File: src/rtl/audio_nios_onchip_mem_arbiter_pkg.sv
// Shared types and default parameters for the two-master on-chip memory arbiter.
package audio_nios_onchip_mem_arbiter_pkg;

  localparam int DEF_ADDR_W    = 17;
  localparam int DEF_DATA_W    = 32;
  localparam int DEF_DEPTH     = 80000;
  localparam int DEF_MAX_BURST = 4;

  // Arbiter ownership state: nobody, master 0 or master 1 holds the grant.
  typedef enum logic [1:0] {
    ST_IDLE = 2'd0,
    ST_OWN0 = 2'd1,
    ST_OWN1 = 2'd2
  } arb_state_t;

  // Master identifier used for round-robin history and read-return steering.
  typedef enum logic {
    M0 = 1'b0,
    M1 = 1'b1
  } master_t;

endpackage

File: src/rtl/audio_nios_rr_pick2.sv
// Two-way round-robin picker: on contention the master not served last wins.
module audio_nios_rr_pick2
  import audio_nios_onchip_mem_arbiter_pkg::*;
(
  input  logic    i_req0,
  input  logic    i_req1,
  input  master_t i_last,
  output logic    o_valid,
  output master_t o_pick
);

  // Choose a winner from the current requests and the last-served history.
  always_comb begin
    o_valid = i_req0 | i_req1;
    o_pick  = M0;
    if (i_req0 && i_req1) begin
      o_pick = (i_last == M1) ? M0 : M1;
    end else if (i_req1) begin
      o_pick = M1;
    end else begin
      o_pick = M0;
    end
  end

endmodule

File: src/rtl/audio_nios_onchip_mem_arbiter.sv
// Two-master arbiter in front of a single-port on-chip RAM with bounded
// bursts, round-robin on contention and out-of-range access trapping.
module audio_nios_onchip_mem_arbiter
  import audio_nios_onchip_mem_arbiter_pkg::*;
#(
  parameter int ADDR_W    = DEF_ADDR_W,
  parameter int DATA_W    = DEF_DATA_W,
  parameter int DEPTH     = DEF_DEPTH,
  parameter int MAX_BURST = DEF_MAX_BURST
) (
  input  logic                clk,
  input  logic                reset,
  input  logic [ADDR_W-1:0]   m0_address,
  input  logic [DATA_W/8-1:0] m0_byteenable,
  input  logic                m0_read,
  input  logic                m0_write,
  input  logic [DATA_W-1:0]   m0_writedata,
  output logic                m0_waitrequest,
  output logic [DATA_W-1:0]   m0_readdata,
  output logic                m0_readdatavalid,
  input  logic [ADDR_W-1:0]   m1_address,
  input  logic [DATA_W/8-1:0] m1_byteenable,
  input  logic                m1_read,
  input  logic                m1_write,
  input  logic [DATA_W-1:0]   m1_writedata,
  output logic                m1_waitrequest,
  output logic [DATA_W-1:0]   m1_readdata,
  output logic                m1_readdatavalid,
  output logic [ADDR_W-1:0]   mem_address,
  output logic [DATA_W/8-1:0] mem_byteenable,
  output logic                mem_chipselect,
  output logic                mem_write,
  output logic [DATA_W-1:0]   mem_writedata,
  input  logic [DATA_W-1:0]   mem_readdata,
  output logic                mem_clken,
  output logic                oob_err
);

  localparam int                CNT_W   = $clog2(MAX_BURST + 1);
  localparam logic [CNT_W-1:0]  MAX_CNT = CNT_W'(MAX_BURST);
  localparam logic [ADDR_W:0]   DEPTH_L = (ADDR_W + 1)'(DEPTH);

  arb_state_t          r_state;
  arb_state_t          w_state_nxt;
  logic [CNT_W-1:0]    r_cnt;
  logic [CNT_W-1:0]    w_cnt_nxt;
  logic [CNT_W-1:0]    w_cnt_inc;
  master_t             r_last;
  logic                r_rd_pend;
  master_t             r_rd_id;
  logic                r_rd_oob;
  logic                r_oob_err;

  logic                w_req0;
  logic                w_req1;
  logic                w_gnt0;
  logic                w_gnt1;
  logic                w_acc;
  logic                w_cont;
  logic                w_rr_valid;
  master_t             w_rr_pick;
  logic [ADDR_W-1:0]   w_addr;
  logic                w_wr;
  logic                w_in_range;
  logic [DATA_W-1:0]   w_rdata;

  assign w_req0 = m0_read | m0_write;
  assign w_req1 = m1_read | m1_write;

  audio_nios_rr_pick2 u_rr_pick (
    .i_req0  (w_req0),
    .i_req1  (w_req1),
    .i_last  (r_last),
    .o_valid (w_rr_valid),
    .o_pick  (w_rr_pick)
  );

  // Combinational grant: the owner keeps priority, otherwise hand over in the same cycle.
  always_comb begin
    w_gnt0 = 1'b0;
    w_gnt1 = 1'b0;
    if (reset) begin
      w_gnt0 = 1'b0;
      w_gnt1 = 1'b0;
    end else begin
      case (r_state)
        ST_IDLE: begin
          if (w_rr_valid) begin
            w_gnt0 = (w_rr_pick == M0);
            w_gnt1 = (w_rr_pick == M1);
          end else begin
            w_gnt0 = 1'b0;
            w_gnt1 = 1'b0;
          end
        end
        ST_OWN0: begin
          if (w_req0) begin
            w_gnt0 = 1'b1;
          end else if (w_req1) begin
            w_gnt1 = 1'b1;
          end else begin
            w_gnt0 = 1'b0;
          end
        end
        ST_OWN1: begin
          if (w_req1) begin
            w_gnt1 = 1'b1;
          end else if (w_req0) begin
            w_gnt0 = 1'b1;
          end else begin
            w_gnt1 = 1'b0;
          end
        end
        default: begin
          w_gnt0 = 1'b0;
          w_gnt1 = 1'b0;
        end
      endcase
    end
  end

  assign w_acc      = (w_req0 & w_gnt0) | (w_req1 & w_gnt1);
  assign w_addr     = w_gnt1 ? m1_address : m0_address;
  assign w_wr       = w_gnt1 ? m1_write   : m0_write;
  assign w_in_range = ({1'b0, w_addr} < DEPTH_L);

  // A beat continues the current burst only if the owner itself was accepted.
  assign w_cont = ((r_state == ST_OWN0) & w_gnt0) | ((r_state == ST_OWN1) & w_gnt1);

  // Next ownership and burst count; a full burst yields to a waiting master.
  always_comb begin
    w_state_nxt = ST_IDLE;
    w_cnt_nxt   = '0;
    w_cnt_inc   = w_cont ? (r_cnt + CNT_W'(1)) : CNT_W'(1);
    if (w_acc) begin
      if (w_cnt_inc >= MAX_CNT) begin
        w_cnt_nxt = '0;
        if (w_gnt1) begin
          w_state_nxt = w_req0 ? ST_OWN0 : ST_OWN1;
        end else begin
          w_state_nxt = w_req1 ? ST_OWN1 : ST_OWN0;
        end
      end else begin
        w_cnt_nxt   = w_cnt_inc;
        w_state_nxt = w_gnt1 ? ST_OWN1 : ST_OWN0;
      end
    end else begin
      w_cnt_nxt   = '0;
      w_state_nxt = ST_IDLE;
    end
  end

  // State, history and read-return tracking registers.
  always_ff @(posedge clk) begin
    if (reset) begin
      r_state   <= ST_IDLE;
      r_cnt     <= '0;
      r_last    <= M1;
      r_rd_pend <= 1'b0;
      r_rd_id   <= M0;
      r_rd_oob  <= 1'b0;
      r_oob_err <= 1'b0;
    end else begin
      r_state   <= w_state_nxt;
      r_cnt     <= w_cnt_nxt;
      r_last    <= w_acc ? (w_gnt1 ? M1 : M0) : r_last;
      r_rd_pend <= w_acc & ~w_wr;
      r_rd_id   <= w_gnt1 ? M1 : M0;
      r_rd_oob  <= ~w_in_range;
      r_oob_err <= w_acc & ~w_in_range;
    end
  end

  assign m0_waitrequest = w_req0 & ~w_gnt0;
  assign m1_waitrequest = w_req1 & ~w_gnt1;

  assign mem_address    = w_addr;
  assign mem_byteenable = w_gnt1 ? m1_byteenable : m0_byteenable;
  assign mem_writedata  = w_gnt1 ? m1_writedata  : m0_writedata;
  assign mem_chipselect = w_acc & w_in_range;
  assign mem_write      = mem_chipselect & w_wr;
  assign mem_clken      = ~reset;
  assign oob_err        = r_oob_err;

  // Out-of-range reads never touched the RAM, so return zero instead of stale data.
  assign w_rdata          = r_rd_oob ? '0 : mem_readdata;
  assign m0_readdata      = w_rdata;
  assign m1_readdata      = w_rdata;
  assign m0_readdatavalid = r_rd_pend & (r_rd_id == M0) & ~reset;
  assign m1_readdatavalid = r_rd_pend & (r_rd_id == M1) & ~reset;

endmodule

File: config.mk
export PLATFORM = sky130hd
export DESIGN_NAME = audio_nios_onchip_mem_arbiter
export DESIGN_NICKNAME = d
export VERILOG_FILES = /design/src/rtl/audio_nios_onchip_mem_arbiter_pkg.sv /design/src/rtl/audio_nios_rr_pick2.sv /design/src/rtl/audio_nios_onchip_mem_arbiter.sv
export SDC_FILE = /design/constraint.sdc
export NUM_CORES = 1
export LEC_CHECK = 0
export ABC_AREA = 0
export ABC_CLOCK_PERIOD_IN_PS = 2550
export BUFFER_PORTS_ARGS = -buffer_cell sky130_fd_sc_hd__clkbuf_2
export CORE_AREA = 2 2 105 107
export CTS_CLUSTER_SIZE = 10
export DETAILED_ROUTE_END_ITERATION = 10
export DIE_AREA = 0 0 107 109
export GPL_TIMING_DRIVEN = 0
export PLACE_DENSITY_LB_ADDON = 0.2
export SLEW_MARGIN = 20
export SYNTH_ARGS = -nofsm -noshare
export SYNTH_HDL_FRONTEND = slang
export SYNTH_SLANG_ARGS = --single-unit
File: constraint.sdc
create_clock -name clk -period 2.55 [get_ports clk]
set_input_delay 0.3825 -clock clk [delete_from_list [all_inputs] [get_ports clk]]
set_output_delay 0.3825 -clock clk [all_outputs]
set_load 0.01 [all_outputs]
==> results of run 1 <==
## kinds of logic after synthesis
logic type / after synthesis / synth area share (%)
other cells: 1 / 0.207
flops: 10 / 11.1
buf+inv: 46 / 18.7
fa+ha+maj: 1 / 0.691
mux: 54 / 42.9
compound gates: 16 / 6.36
xor+xnor: 1 / 0.484
simple gates: 59 / 19.6
## routing by layer
metal	GRT usage, %	vias up	routed length (um)
li1	-	1171	-
met1	16.7	1103	3500
met2	22.2	119	4000
met3	4.36	6	843
met4	2.23	0	80
met5	0	-	0
## state kept, by name, summed over array words and instances (netlist names)
signal	count
r_state	2
r_rd_oob	1
r_last	1
oob_err	1
r_rd_pend	1
r_rd_id	1
r_cnt	3
## how the worst max path moves through the flow
stage | start | to | cells after the start
4_1_cts | m0_write | mem_address[12] | 8
3_5_place_dp | m0_write | mem_address[13] | 9
2_1_floorplan | m0_read | mem_address[11] | 7
5_1_grt | m0_write | mem_writedata[9] | 8
6_report | m0_write | mem_writedata[9] | 8
3_3_place_gp | m0_write | mem_address[16] | 9
## repair_timing
action                     4_1_cts  5_1_grt
hold buffers                     0        0
setup endpoints to repair       50        1
buffers inserted                 2        1
pin swaps                        1        1
resized for setup                7        2
hold endpoints to repair         0        0
## critical path: stages
cell and delay, ns:
sky130_fd_sc_hd__clkbuf_2 0.11, sky130_fd_sc_hd__or2_4 0.27, sky130_fd_sc_hd__o22a_1 0.18, sky130_fd_sc_hd__or3_4 0.38, sky130_fd_sc_hd__buf_8 0.15, sky130_fd_sc_hd__buf_6 0.16, sky130_fd_sc_hd__mux2_4 0.30, sky130_fd_sc_hd__clkbuf_4 0.16
## layout by cell type, fill, tap and decap left out, types with 3 or more instances in the layout
master	Yosys	layout
sky130_fd_sc_hd__nor2b_1	34	34
sky130_fd_sc_hd__mux2_4	45	45
sky130_fd_sc_hd__buf_4	32	35
sky130_fd_sc_hd__dfxtp_1	10	10
sky130_fd_sc_hd__nor2_1	5	5
sky130_fd_sc_hd__o21ai_0	4	4
sky130_fd_sc_hd__a21oi_1	3	3
sky130_fd_sc_hd__buf_6	6	4
sky130_fd_sc_hd__clkbuf_8	0	4
sky130_fd_sc_hd__mux2_2	8	8
sky130_fd_sc_hd__clkbuf_2	0	266
sky130_fd_sc_hd__clkbuf_1	4	4
sky130_fd_sc_hd__nand2_1	4	4
## per-stage QoR
step / power, uW / worst slack, ns / TNS [ns] / utilization [%] / hold slack, ns
after global placement: 1040 / -0.150 / -2.13 / 31.4 / 0.473
after CTS: 1260 / 0.0584 / 0 / 32.2 / 0.406
after floorplan: 686 / 0.255 / 0 / - / 0.451
final: 1240 / 0.0701 / 0 / 32.3 / 0.410
after detailed placement: 1050 / -0.161 / -2.61 / 31.4 / 0.480
after global routing: 1340 / 0.00273 / 0 / 32.3 / 0.429
## power groups by stage
stage          logic (uW)  clock network [uW]  registers [uW]
2_1_floorplan         496                   0             190
3_5_place_dp          853                   0             194
6_report              861                 193             190
4_1_cts               873                 199             191
3_3_place_gp          848                   0             193
5_1_grt               934                 208             194
## layout make-up
cell class | count | area (um^2) | area share, %
inverters | 3 | 16.3 | 0.475
well taps | 140 | 175 | 5.12
multi-input cells | 132 | 1280 | 37.3
flip-flops and latches | 10 | 200 | 5.85
repair buffers | 271 | 1370 | 40.0
clock buffers | 4 | 55.1 | 1.61
plain buffers | 42 | 330 | 9.65
==> flow_summary.rst, run 1 <==
.. list-table::
   :header-rows: 1

   * - Metric
     - Value
   * - Number of antenna repair diodes
     - 0
   * - Highest clock rate
     - 0.403 GHz
   * - Classification of the worst setup path
     - input pin to output port
   * - Critical Path Source Type
     - input pin
   * - Overall routed net length
     - 8.43 mm
   * - Detailed placement HPWL
     - 7.61 mm
   * - R2r endpoint
     - r_state[0]
   * - Mapped Area
     - 1810 um^2
   * - Number of instances in the synthesized netlist
     - 188
   * - Cell count of the worst reg-to-reg path
     - 4
   * - Top-level I/O count
     - 269
   * - Area leader, netlist
     - sky130_fd_sc_hd__mux2_4
   * - Share of total power in the clock network
     - 15.5%
   * - Share of cells above drive strength 1
     - 80.5%
   * - Distinct cell type count after synthesis
     - 37
   * - Final worst path period need
     - 2.48 ns
   * - Count of vias placed by the detailed router
     - 2399
   * - Post-CTS clock slew at the launch and capture registers of the worst setup and hold paths
     - 0.05 ns
   * - Area of placed instances
     - 3330 um^2
   * - Initial standard-cell utilization of the core
     - 17.1%
   * - Violation count after the first detailed-routing iteration
     - 30
   * - Worst-Margin Slew
     - 0.614 ns
   * - Height of the chip
     - 109 um
   * - Synth Net Count
     - 333
   * - Wire length of the first global-routing pass
     - 12.0 mm
   * - Endpoint of the worst hold-timing path
     - r_rd_pend
   * - Maximum number of pins on one net before global-route repair
     - 11
   * - Period utilisation layout
     - 97.3%
   * - Final non-filler cell total
     - 602
   * - Number of core rows
     - 38
   * - IR drop worst, VDD
     - 0.189 mV
   * - Total clock sinks
     - 10
   * - Most common library cells after synthesis
     - sky130_fd_sc_hd__mux2_4, sky130_fd_sc_hd__nor2b_1, sky130_fd_sc_hd__buf_4
   * - Dominant synthesized flop cell
     - sky130_fd_sc_hd__dfxtp_1
   * - Proportion of synthesized chip area in sequential cells
     - 11.1%
   * - Core area
     - 10600 um^2
   * - Final standard cell area without fillers
     - 3420 um^2
   * - Clock tree from TritonCTS
     - done
   * - Count of maximum capacitance violations
     - 0
   * - Share of total power in combinational logic
     - 69.2%
   * - WP data arrival
     - 2.10 ns
   * - Width of the die
     - 107 um
   * - Result of the run
     - finished, final reports clean
   * - Final number of setup-violating endpoints
     - 0
   * - Area of the die
     - 11700 um^2
   * - Net count reported at finish
     - 608
   * - Largest fanout on the critical path
     - 10
   * - Cell at the root of the clock tree
     - sky130_fd_sc_hd__clkbuf_8
   * - Total of flip-flops plus latches after synthesis
     - 10
   * - Post-synth ARST share
     - 0%
   * - Synthesis-to-layout area growth
     - 89.2%
   * - Gp weighted congestion
     - 0.838
   * - Final hold violation count
     - 0
   * - Power density relative to cell area
     - 364 nW/um^2
   * - RSZ-0062 raised after global routing
     - false
   * - Kind of path behind the tightest hold check
     - input pin to register
   * - CP endpoint kind
     - output port
   * - Vias in the first global route
     - 2170
   * - GRT Util Overall
     - 13.2%
   * - Number of fill cells in the layout
     - 1181
   * - Area share of the leading cell type in the synthesized netlist
     - 37.3%
   * - Ranking of synthesized cells by area
     - sky130_fd_sc_hd__mux2_4, sky130_fd_sc_hd__buf_4, sky130_fd_sc_hd__nor2b_1
   * - Internal
     - 784 uW
   * - Antenna violation net count after detailed routing
     - 0
   * - Leakage
     - 0.00211 uW
   * - Detailed-route wire length per cell
     - 14.0 um
   * - FF-to-FF setup slack
     - 0.75 ns
   * - Aggregate global routing overflow
     - 0
   * - Number of H-tree levels
     - 1
   * - Max Transition Viols Final
     - 0
   * - Insertion delay of the later-clocked pin in the worst-skew pair
     - 0.23 ns
   * - Cells on Worst Hold Path
     - 2
   * - Switching Power
     - 461 uW
   * - Sequential group share of total power
     - 15.3%
   * - Number of I/O port buffers
     - 268
   * - Number of detailed-routing iterations run before antenna repair
     - 4
   * - Drt drc
     - 0
   * - Mean cell area of the mapped netlist
     - 9.62 um^2
   * - Crit Reg-Reg Startpoint
     - r_cnt[0]
   * - Yosys warning total
     - 0
   * - Critical Path RT
     - 2.17 ns
   * - Number of antenna violations at the first check in global routing
     - 0
   * - Clock skew after layout
     - 0.000754 ns
   * - Clock buffers created by TritonCTS
     - 3
   * - Placed instance count
     - 596
   * - Number of enable-type register cells in the synthesized netlist
     - 0
   * - Hold wc startpoint
     - m0_write
   * - CTS Buffer Depth
     - 2
   * - Most repeated cell in the gate-level netlist after synthesis
     - sky130_fd_sc_hd__mux2_4
   * - Max-slew headroom
     - 58.6%
   * - Number of vias per cell after detailed routing
     - 3.99
   * - Sw Ratio
     - 37.0%
Note: power is estimated with default switching activity, not from simulation.
==> inputs of run 2 (changes only) <==
--- a/config.mk
+++ b/config.mk
@@ -9,11 +9,12 @@
 export ABC_CLOCK_PERIOD_IN_PS = 2550
 export BUFFER_PORTS_ARGS = -buffer_cell sky130_fd_sc_hd__clkbuf_2
 export CORE_AREA = 2 2 105 107
+export CTS_CLUSTER_DIAMETER = 60
 export CTS_CLUSTER_SIZE = 10
 export DETAILED_ROUTE_END_ITERATION = 10
 export DIE_AREA = 0 0 107 109
 export GPL_TIMING_DRIVEN = 0
-export PLACE_DENSITY_LB_ADDON = 0.2
+export PLACE_DENSITY = 0.57
 export SLEW_MARGIN = 20
 export SYNTH_ARGS = -nofsm -noshare
 export SYNTH_HDL_FRONTEND = slang
==> run 2 against run 1 <==
Critical path depth is the same. Via count down 2.9%. Global-route usage down 2.4 points. Power decreased by 4.0%. Critical path type unchanged.
==> flow_summary.rst, run 2 (synthesis results as in run 1) <==
.. list-table::
   :header-rows: 1

   * - Metric
     - Value
   * - Max-slew headroom
     - 56.5% (-2.1 points)
   * - Final hold violation count
     - 0 (unchanged)
   * - Antenna violation net count after detailed routing
     - 0 (unchanged)
   * - Most common cell after layout, fill and taps aside
     - sky130_fd_sc_hd__clkbuf_2
   * - Number of I/O port buffers
     - 268 (unchanged)
   * - Period utilisation layout
     - 97.3% (about the same)
   * - Total clock sinks
     - 10 (unchanged)
   * - Highest clock rate
     - 0.403 GHz (about the same)
   * - Share of total power in the clock network
     - 12.7% (-2.8 points)
   * - Detailed-route wire length per cell
     - 12.4 um (-11%)
   * - Number of detailed-routing iterations run before antenna repair
     - 4 (unchanged)
   * - Number of hold-repair buffers added at the cts stage
     - 0 (unchanged)
   * - Start point of the critical path
     - m0_write
   * - Violation count after the first detailed-routing iteration
     - 67 (+120%)
   * - Net count reported at finish
     - 606 (-0.33%)
   * - Number of H-tree levels
     - 1 (unchanged)
   * - Largest fanout on the critical path
     - 10 (unchanged)
   * - Top library cells by usage in the layout, fill and taps aside
     - sky130_fd_sc_hd__clkbuf_2, sky130_fd_sc_hd__mux2_4, sky130_fd_sc_hd__nor2b_1
   * - Termination of the worst setup path
     - mem_writedata[30]
   * - Sequential group share of total power
     - 16.0% (+0.7 points)
   * - IR drop worst, VDD
     - 0.370 mV (+96%)
   * - Final worst path period need
     - 2.48 ns (+0.00149 ns)
   * - Setup ws final
     - 0.0686 ns (-0.00149 ns)
   * - Worst-Margin Slew
     - 0.645 ns (+0.0313 ns)
   * - Largest regs
     - r_cnt: 3 flops, r_state: 2 flops
   * - Cell at the root of the clock tree
     - sky130_fd_sc_hd__clkbuf_8
   * - Gp weighted congestion
     - 0.791 (-5.6%)
   * - Critical Path Source Type
     - input pin
   * - Aggregate global routing overflow
     - 0 (unchanged)
   * - CP endpoint kind
     - output port
   * - Count of vias placed by the detailed router
     - 2330 (-2.9%)
   * - Leakage
     - 0.00210 uW (-0.34%)
   * - Classification of the worst setup path
     - input pin to output port
   * - Number of vias per cell after detailed routing
     - 3.89 (-2.4%)
   * - Vias in the first global route
     - 1978 (-8.8%)
   * - CTS Buffer Depth
     - 2 (unchanged)
   * - Clock tree from TritonCTS
     - done
   * - Drt drc
     - 0 (unchanged)
   * - Sw Ratio
     - 37.1% (+0.049 points)
   * - Core area
     - 10600 um^2 (unchanged)
   * - Power density relative to cell area
     - 350 nW/um^2 (-3.7%)
   * - Post-CTS clock slew at the launch and capture registers of the worst setup and hold paths
     - 0.04 ns (about the same)
   * - Height of the chip
     - 109 um (unchanged)
   * - Detailed placement HPWL
     - 6.68 mm (-12%)
   * - Final number of setup-violating endpoints
     - 0 (unchanged)
   * - Register containing the most flip-flops in the final layout
     - r_cnt
   * - Cell count of the worst reg-to-reg path
     - 4 (unchanged)
   * - R2r endpoint
     - r_state[0]
   * - Crit Reg-Reg Startpoint
     - r_cnt[0]
   * - Kind of path behind the tightest hold check
     - input pin to register
   * - Clock buffers created by TritonCTS
     - 3 (unchanged)
   * - Final core area utilization
     - 32.2% (-0.11 points)
   * - Wire length of the first global-routing pass
     - 10.1 mm (-16%)
   * - Initial standard-cell utilization of the core
     - 17.1% (unchanged)
   * - Internal
     - 752 uW (-4.1%)
   * - Max Transition Viols Final
     - 0 (unchanged)
   * - Overall routed net length
     - 7.45 mm (-12%)
   * - Number of core rows
     - 38 (unchanged)
   * - GRT Util Overall
     - 10.7% (-2.4 points)
   * - Share of cells above drive strength 1
     - 80.4% (-0.13 points)
   * - Post-Place Setup Slack
     - -0.130 ns (+0.0312 ns)
   * - RSZ-0062 raised after global routing
     - false
   * - Width of the die
     - 107 um (unchanged)
   * - Switching Power
     - 443 uW (-3.9%)
   * - Number of antenna repair diodes
     - 0 (unchanged)
   * - FF-to-FF setup slack
     - 0.72 ns (-0.03 ns)
   * - Result of the run
     - finished, final reports clean
   * - Maximum number of pins on one net before global-route repair
     - 11 (unchanged)
   * - Top-level I/O count
     - 269 (unchanged)
   * - Count of maximum capacitance violations
     - 0 (unchanged)
   * - Critical Path RT
     - 2.17 ns (about the same)
   * - Clock skew after layout
     - 0.00130 ns (+0.000543 ns)
   * - Share of total power in combinational logic
     - 71.3% (+2.1 points)
   * - Number of antenna violations at the first check in global routing
     - 0 (unchanged)
   * - Number of flip-flops under the largest register name
     - 3 (unchanged)
   * - Area of the die
     - 11700 um^2 (unchanged)
   * - WP data arrival
     - 2.10 ns (about the same)
   * - Insertion delay of the later-clocked pin in the worst-skew pair
     - 0.23 ns (about the same)
   * - Synthesis-to-layout area growth
     - 88.6%
[run 2: cell types whose count changed in the layout (fill, tap and decap cells not counted), sizes merged]
cell,before,now
buf,41,39
clkbuf,276,275
[run 2: repair_timing]
| action | in CTS | in global routing |
|---|---|---|
| hold endpoints to repair | 0 | 0 |
| setup endpoints to repair | 50 | 48 |
| buffers inserted | 1 | 0 |
| gates resized for setup | 9 | 1 |
| pin swaps | 1 | 0 |
[run 2: how the worst min path moves through the flow]
stage                         from  cells after the start         to  slack (ns)
after floorplan             r_last                      1     r_last        0.45
after global placement      r_last                      1     r_last        0.48
after detailed placement    r_last                      1     r_last        0.48
after CTS                 m0_write                      2  r_rd_pend        0.41
after global routing      m0_write                      2  r_rd_pend        0.42
final                     m0_write                      2  r_rd_pend        0.43
[run 2: worst max-delay path, stage by stage]
cell and delay (ns):
sky130_fd_sc_hd__clkbuf_2 0.11, sky130_fd_sc_hd__or2_4 0.26, sky130_fd_sc_hd__o22a_1 0.19, sky130_fd_sc_hd__or3_4 0.39
sky130_fd_sc_hd__buf_12 0.16, sky130_fd_sc_hd__buf_12 0.15, sky130_fd_sc_hd__mux2_4 0.31, sky130_fd_sc_hd__clkbuf_8 0.14
[run 2: per-layer routing]
metal / up-vias / GRT usage [%] / routed length [um]
met3: 0 / 2.21 / 588
met2: 113 / 20.2 / 3920
li1: 1169 / - / -
met1: 1048 / 13.4 / 2940
met4: 0 / 0.0928 / 0
met5: - / 0 / 0
[run 2: power by group through the flow]
stage,Sequential [uW],Combinational (uW),Clock (uW)
2_1_floorplan,190,496,0
3_3_place_gp,193,836,0
3_5_place_dp,193,841,0
4_1_cts,191,863,156
5_1_grt,193,917,167
6_report,191,852,152
[run 2: final cells by class]
cell class,instances,area (um^2)
buffer,42,344
clock buffer,3,41.3
fill,1116,7190
inverter,3,16.3
multi-input combinational,132,1280
sequential,10,200
tap,140,175
timing repair buffer,269,1360
[run 2: through the flow]
stage	instances	area (um^2)	power, uW	TNS [ns]	hold slack (ns)
floorplan	188	1810	686	0	0.451
global placement	596	3330	1030	-1.36	0.478
detailed placement	596	3330	1030	-1.72	0.482
CTS	599	3410	1210	0	0.415
global route	599	3410	1280	0	0.422
finish	599	3410	1190	0	0.426
==> inputs of run 3 (changes only) <==
--- a/config.mk
+++ b/config.mk
@@ -8,14 +8,14 @@
 export ABC_AREA = 0
 export ABC_CLOCK_PERIOD_IN_PS = 2550
 export BUFFER_PORTS_ARGS = -buffer_cell sky130_fd_sc_hd__clkbuf_2
-export CORE_AREA = 2 2 105 107
-export CTS_CLUSTER_DIAMETER = 60
+export CORE_AREA = 2 2 104 106
 export CTS_CLUSTER_SIZE = 10
 export DETAILED_ROUTE_END_ITERATION = 10
-export DIE_AREA = 0 0 107 109
+export DIE_AREA = 0 0 106 108
 export GPL_TIMING_DRIVEN = 0
 export PLACE_DENSITY = 0.57
 export SLEW_MARGIN = 20
 export SYNTH_ARGS = -nofsm -noshare
 export SYNTH_HDL_FRONTEND = slang
+export SYNTH_HIERARCHICAL = 1
 export SYNTH_SLANG_ARGS = --single-unit
==> run 3 against run 2 <==
Synthesized cell count is 4.8% higher. Via count is 8.0% higher. Highest routed layer is now met4. Setup slack better by 0.027 ns. Sequential cell count stayed put. Sequential power is 3% higher. Sequential share of layout area is 0.23 points lower.
==> flow_summary.rst, run 3 <==
.. list-table::
   :header-rows: 1

   * - Metric
     - Value
   * - Result of the run
     - finished, final reports clean
   * - Final number of setup-violating endpoints
     - 0 (unchanged)
   * - Total Power
     - 1430 uW (+20%)
   * - Final hold violation count
     - 0 (unchanged)
   * - CP endpoint kind
     - output port
   * - Simple-gate share of the synthesized area
     - 21.0% (+1.4 points)
   * - Number of core rows
     - 37 (-2.6%)
   * - Total clock sinks
     - 10 (unchanged)
   * - Net count reported at finish
     - 628 (+3.6%)
   * - Share of total power in the clock network
     - 13.9% (+1.2 points)
   * - Ranking of synthesized cells by area
     - sky130_fd_sc_hd__mux2_4, sky130_fd_sc_hd__mux2_2, sky130_fd_sc_hd__buf_4
   * - Period utilisation layout
     - 96.2% (-1.1 points)
   * - FF-to-FF setup slack
     - 0.68 ns (-0.04 ns)
   * - Crit Reg-Reg Startpoint
     - r_state[0]
   * - Wire length of the first global-routing pass
     - 11.9 mm (+17%)
   * - Switching Power
     - 533 uW (+20%)
   * - Yosys warning total
     - 6 (+6)
   * - Vias in the first global route
     - 2434 (+23%)
   * - Number of antenna repair diodes
     - 0 (unchanged)
   * - Endpoint of the worst hold-timing path
     - r_cnt[1]
   * - IR drop worst, VDD
     - 0.148 mV (-60%)
   * - Most common library cells after synthesis
     - sky130_fd_sc_hd__nor2b_1, sky130_fd_sc_hd__buf_4, sky130_fd_sc_hd__mux2_4
   * - Insertion delay of the later-clocked pin in the worst-skew pair
     - 0.23 ns (about the same)
   * - Post-synth ARST share
     - 0% (unchanged)
   * - Area share of the leading cell type in the synthesized netlist
     - 24.5% (-13 points)
   * - Hold wc startpoint
     - reset
   * - Ordered list of cells on the worst path
     - clkbuf_2, nor2_4, inv_2, or2_1, nand4_1, o31a_1, buf_6, buf_12, clkbuf_16, mux2_4, clkbuf_2
   * - Area leader, netlist
     - sky130_fd_sc_hd__mux2_4
   * - Maximum number of pins on one net before global-route repair
     - 11 (unchanged)
   * - Internal
     - 899 uW (+20%)
   * - Largest fanout on the critical path
     - 6 (-4)
   * - Final worst path period need
     - 2.45 ns (-0.0271 ns)
   * - CTS Buffer Depth
     - 2 (unchanged)
   * - Post-CTS clock slew at the launch and capture registers of the worst setup and hold paths
     - 0.05 ns (about the same)
   * - Number of H-tree levels
     - 1 (unchanged)
   * - Number of I/O port buffers
     - 268 (unchanged)
   * - Number of fill cells in the layout
     - 1076 (-3.6%)
   * - R2r endpoint
     - r_state[1]
   * - Count of vias placed by the detailed router
     - 2516 (+8.0%)
   * - Clock buffers created by TritonCTS
     - 3 (unchanged)
   * - Number of detailed-routing iterations run before antenna repair
     - 4 (unchanged)
   * - Initial standard-cell utilization of the core
     - 17.4% (+0.30 points)
   * - Antenna violation net count after detailed routing
     - 0 (unchanged)
   * - Share of cells above drive strength 1
     - 80.9% (+0.52 points)
   * - Mapped Area
     - 1780 um^2 (-1.8%)
   * - Number of enable-type register cells in the synthesized netlist
     - 0 (unchanged)
   * - Kind of path behind the tightest hold check
     - input pin to register
   * - Compound-gate portion of the synthesized area
     - 7.54% (+1.2 points)
   * - Area of the die
     - 11400 um^2 (-1.8%)
   * - Most common cell after layout, fill and taps aside
     - sky130_fd_sc_hd__clkbuf_2
   * - Proportion of synthesized chip area in sequential cells
     - 11.3% (+0.20 points)
   * - Width of the die
     - 106 um (-0.93%)
   * - Power density relative to cell area
     - 393 nW/um^2 (+12%)
   * - Most repeated cell in the gate-level netlist after synthesis
     - sky130_fd_sc_hd__nor2b_1
   * - Clock skew after layout
     - 0.00126 ns (-0.0000398 ns)
   * - Synth Net Count
     - 342 (+2.7%)
   * - Final core area utilization
     - 35.6% (+3.4 points)
   * - Overall routed net length
     - 8.44 mm (+13%)
   * - Master of the slowest instance on the critical path
     - sky130_fd_sc_hd__mux2_4
   * - Cell count of the worst reg-to-reg path
     - 8 (+4)
   * - Combinational family with the most area after synthesis
     - multiplexers
   * - Aggregate global routing overflow
     - 0 (unchanged)
   * - Critical Path RT
     - 2.17 ns (about the same)
   * - Worst hold slack
     - 0.450 ns (+0.0234 ns)
   * - WP data arrival
     - 2.07 ns (-0.03 ns)
   * - Critical Path Source Type
     - input pin
   * - Max Transition Viols Final
     - 0 (unchanged)
   * - Total Neg Setup Slack
     - 0 ns (unchanged)
   * - Number of antenna violations at the first check in global routing
     - 0 (unchanged)
   * - Total of flip-flops plus latches after synthesis
     - 10 (unchanged)
   * - Dominant synthesized flop cell
     - sky130_fd_sc_hd__dfxtp_1
   * - Slowest stage delay, CP
     - 0.29 ns (-0.10 ns)
   * - Distinct cell type count after synthesis
     - 38 (+2.7%)
   * - Detailed-route wire length per cell
     - 13.7 um (+9.9%)
   * - GRT Util Overall
     - 13.0% (+2.3 points)
   * - Sw Ratio
     - 37.2% (+0.12 points)
   * - Sequential group share of total power
     - 13.8% (-2.2 points)
   * - Cell repeated most along the worst path
     - sky130_fd_sc_hd__clkbuf_2
   * - Classification of the worst setup path
     - input pin to output port
   * - Largest regs
     - r_cnt: 3 flops, r_state: 2 flops
   * - Synthesis-to-layout area growth
     - 105%
   * - Number of instances in the synthesized netlist
     - 197 (+4.8%)
   * - Height of the chip
     - 108 um (-0.92%)
   * - Core area
     - 10200 um^2 (-3.5%)
   * - Parity-gate share of the synthesized area counting xor and xnor cells
     - 0.493% (+0.0089 points)
   * - Register containing the most flip-flops in the final layout
     - r_cnt
   * - Top-level I/O count
     - 269 (unchanged)
   * - Mean cell area of the mapped netlist
     - 9.02 um^2 (-6.3%)
   * - Cell at the root of the clock tree
     - sky130_fd_sc_hd__clkbuf_8
   * - Drt drc
     - 0 (unchanged)
   * - Clock tree from TritonCTS
     - done
   * - Highest clock rate
     - 0.407 GHz (+1.1%)
   * - Gp weighted congestion
     - 0.786 (-0.66%)
   * - Share of total power in combinational logic
     - 72.4% (+1.1 points)
   * - Fraction of synthesized area in multiplexers
     - 40.3% (-2.6 points)
   * - Cells on Worst Hold Path
     - 2 (unchanged)
   * - Number of flip-flops under the largest register name
     - 3 (unchanged)
   * - Number of vias per cell after detailed routing
     - 4.07 (+4.7%)
   * - Synthesized-area fraction occupied by adder cells
     - 0.704% (+0.013 points)
   * - Detailed placement HPWL
     - 7.48 mm (+12%)
   * - Violation count after the first detailed-routing iteration
     - 45 (-33%)
   * - Count of maximum capacitance violations
     - 0 (unchanged)
   * - Top library cells by usage in the layout, fill and taps aside
     - sky130_fd_sc_hd__clkbuf_2, sky130_fd_sc_hd__buf_4, sky130_fd_sc_hd__nor2b_1
   * - Leakage
     - 0.00215 uW (+2.4%)
==> run 3: routing by layer <==
metal / GRT usage, % / share of wire (%) / vias to the layer above
li1: - / - / 1220
met1: 13.9 / 36 / 1115
met2: 25.9 / 53 / 173
met3: 2.41 / 9.2 / 8
met4: 3.95 / 1.6 / 0
met5: 0 / 0 / -
==> run 3: worst max-delay path by stage <==
stage	slack, ns	cells past startpoint	end	start
3_5_place_dp	-0.33	10	mem_write	m1_read
6_report	0.1	11	mem_writedata[25]	m0_write
5_1_grt	-0.01	11	mem_address[10]	m0_write
2_1_floorplan	0.29	8	mem_writedata[10]	m1_read
4_1_cts	0.02	10	mem_address[0]	m0_read
3_3_place_gp	-0.33	10	mem_write	m1_read
==> run 3: logic make-up (layout without fill, tap and decap cells) <==
family / count (synthesis) / after routing
xor+xnor: 1 / 1
compound gates: 19 / 19
flops: 10 / 10
mux: 54 / 54
fa+ha+maj: 1 / 1
buf+inv: 47 / 332
other cells: 1 / 1
simple gates: 64 / 64
==> run 3: metrics by stage <==
stage	instances	cell area, um^2	setup slack [ns]
2_1_floorplan	197	1780	0.292
3_3_place_gp	601	3290	-0.326
3_5_place_dp	601	3290	-0.327
4_1_cts	611	3490	0.0249
5_1_grt	618	3640	-0.0130
6_report	618	3640	0.0957
==> run 3: repair_timing <==
| item | in CTS | in global routing |
|---|---|---|
| endpoints found under the setup margin | 55 | 54 |
| hold buffers | 0 | 0 |
| pin swaps | 3 | 2 |
| cloned | 1 | 3 |
| resized for setup | 20 | 16 |
| setup buffers | 5 | 4 |
==> run 3: layout make-up <==
| cell class | instances | area, um^2 | area share [%] |
|---|---|---|---|
| well taps | 136 | 170 | 4.67 |
| plain buffers | 41 | 362 | 9.93 |
| repair buffers | 281 | 1520 | 41.8 |
| clock buffers | 4 | 55.1 | 1.51 |
| inverters | 6 | 22.5 | 0.619 |
| multi-input cells | 140 | 1300 | 35.8 |
| flip-flops and latches | 10 | 205 | 5.64 |
==> run 3: critical path: cells and delay by family <==
family	cells	cell delay, ns
compound gates	1	0.17
buf+inv	6	0.75
mux	1	0.29
simple gates	3	0.47
==> run 3: power groups by stage <==
stage	registers [uW]	clock network, uW	logic [uW]
after floorplan	191	0	538
after global placement	194	0	908
after detailed placement	195	0	916
after CTS	196	203	979
after global routing	201	213	1110
final	197	199	1040
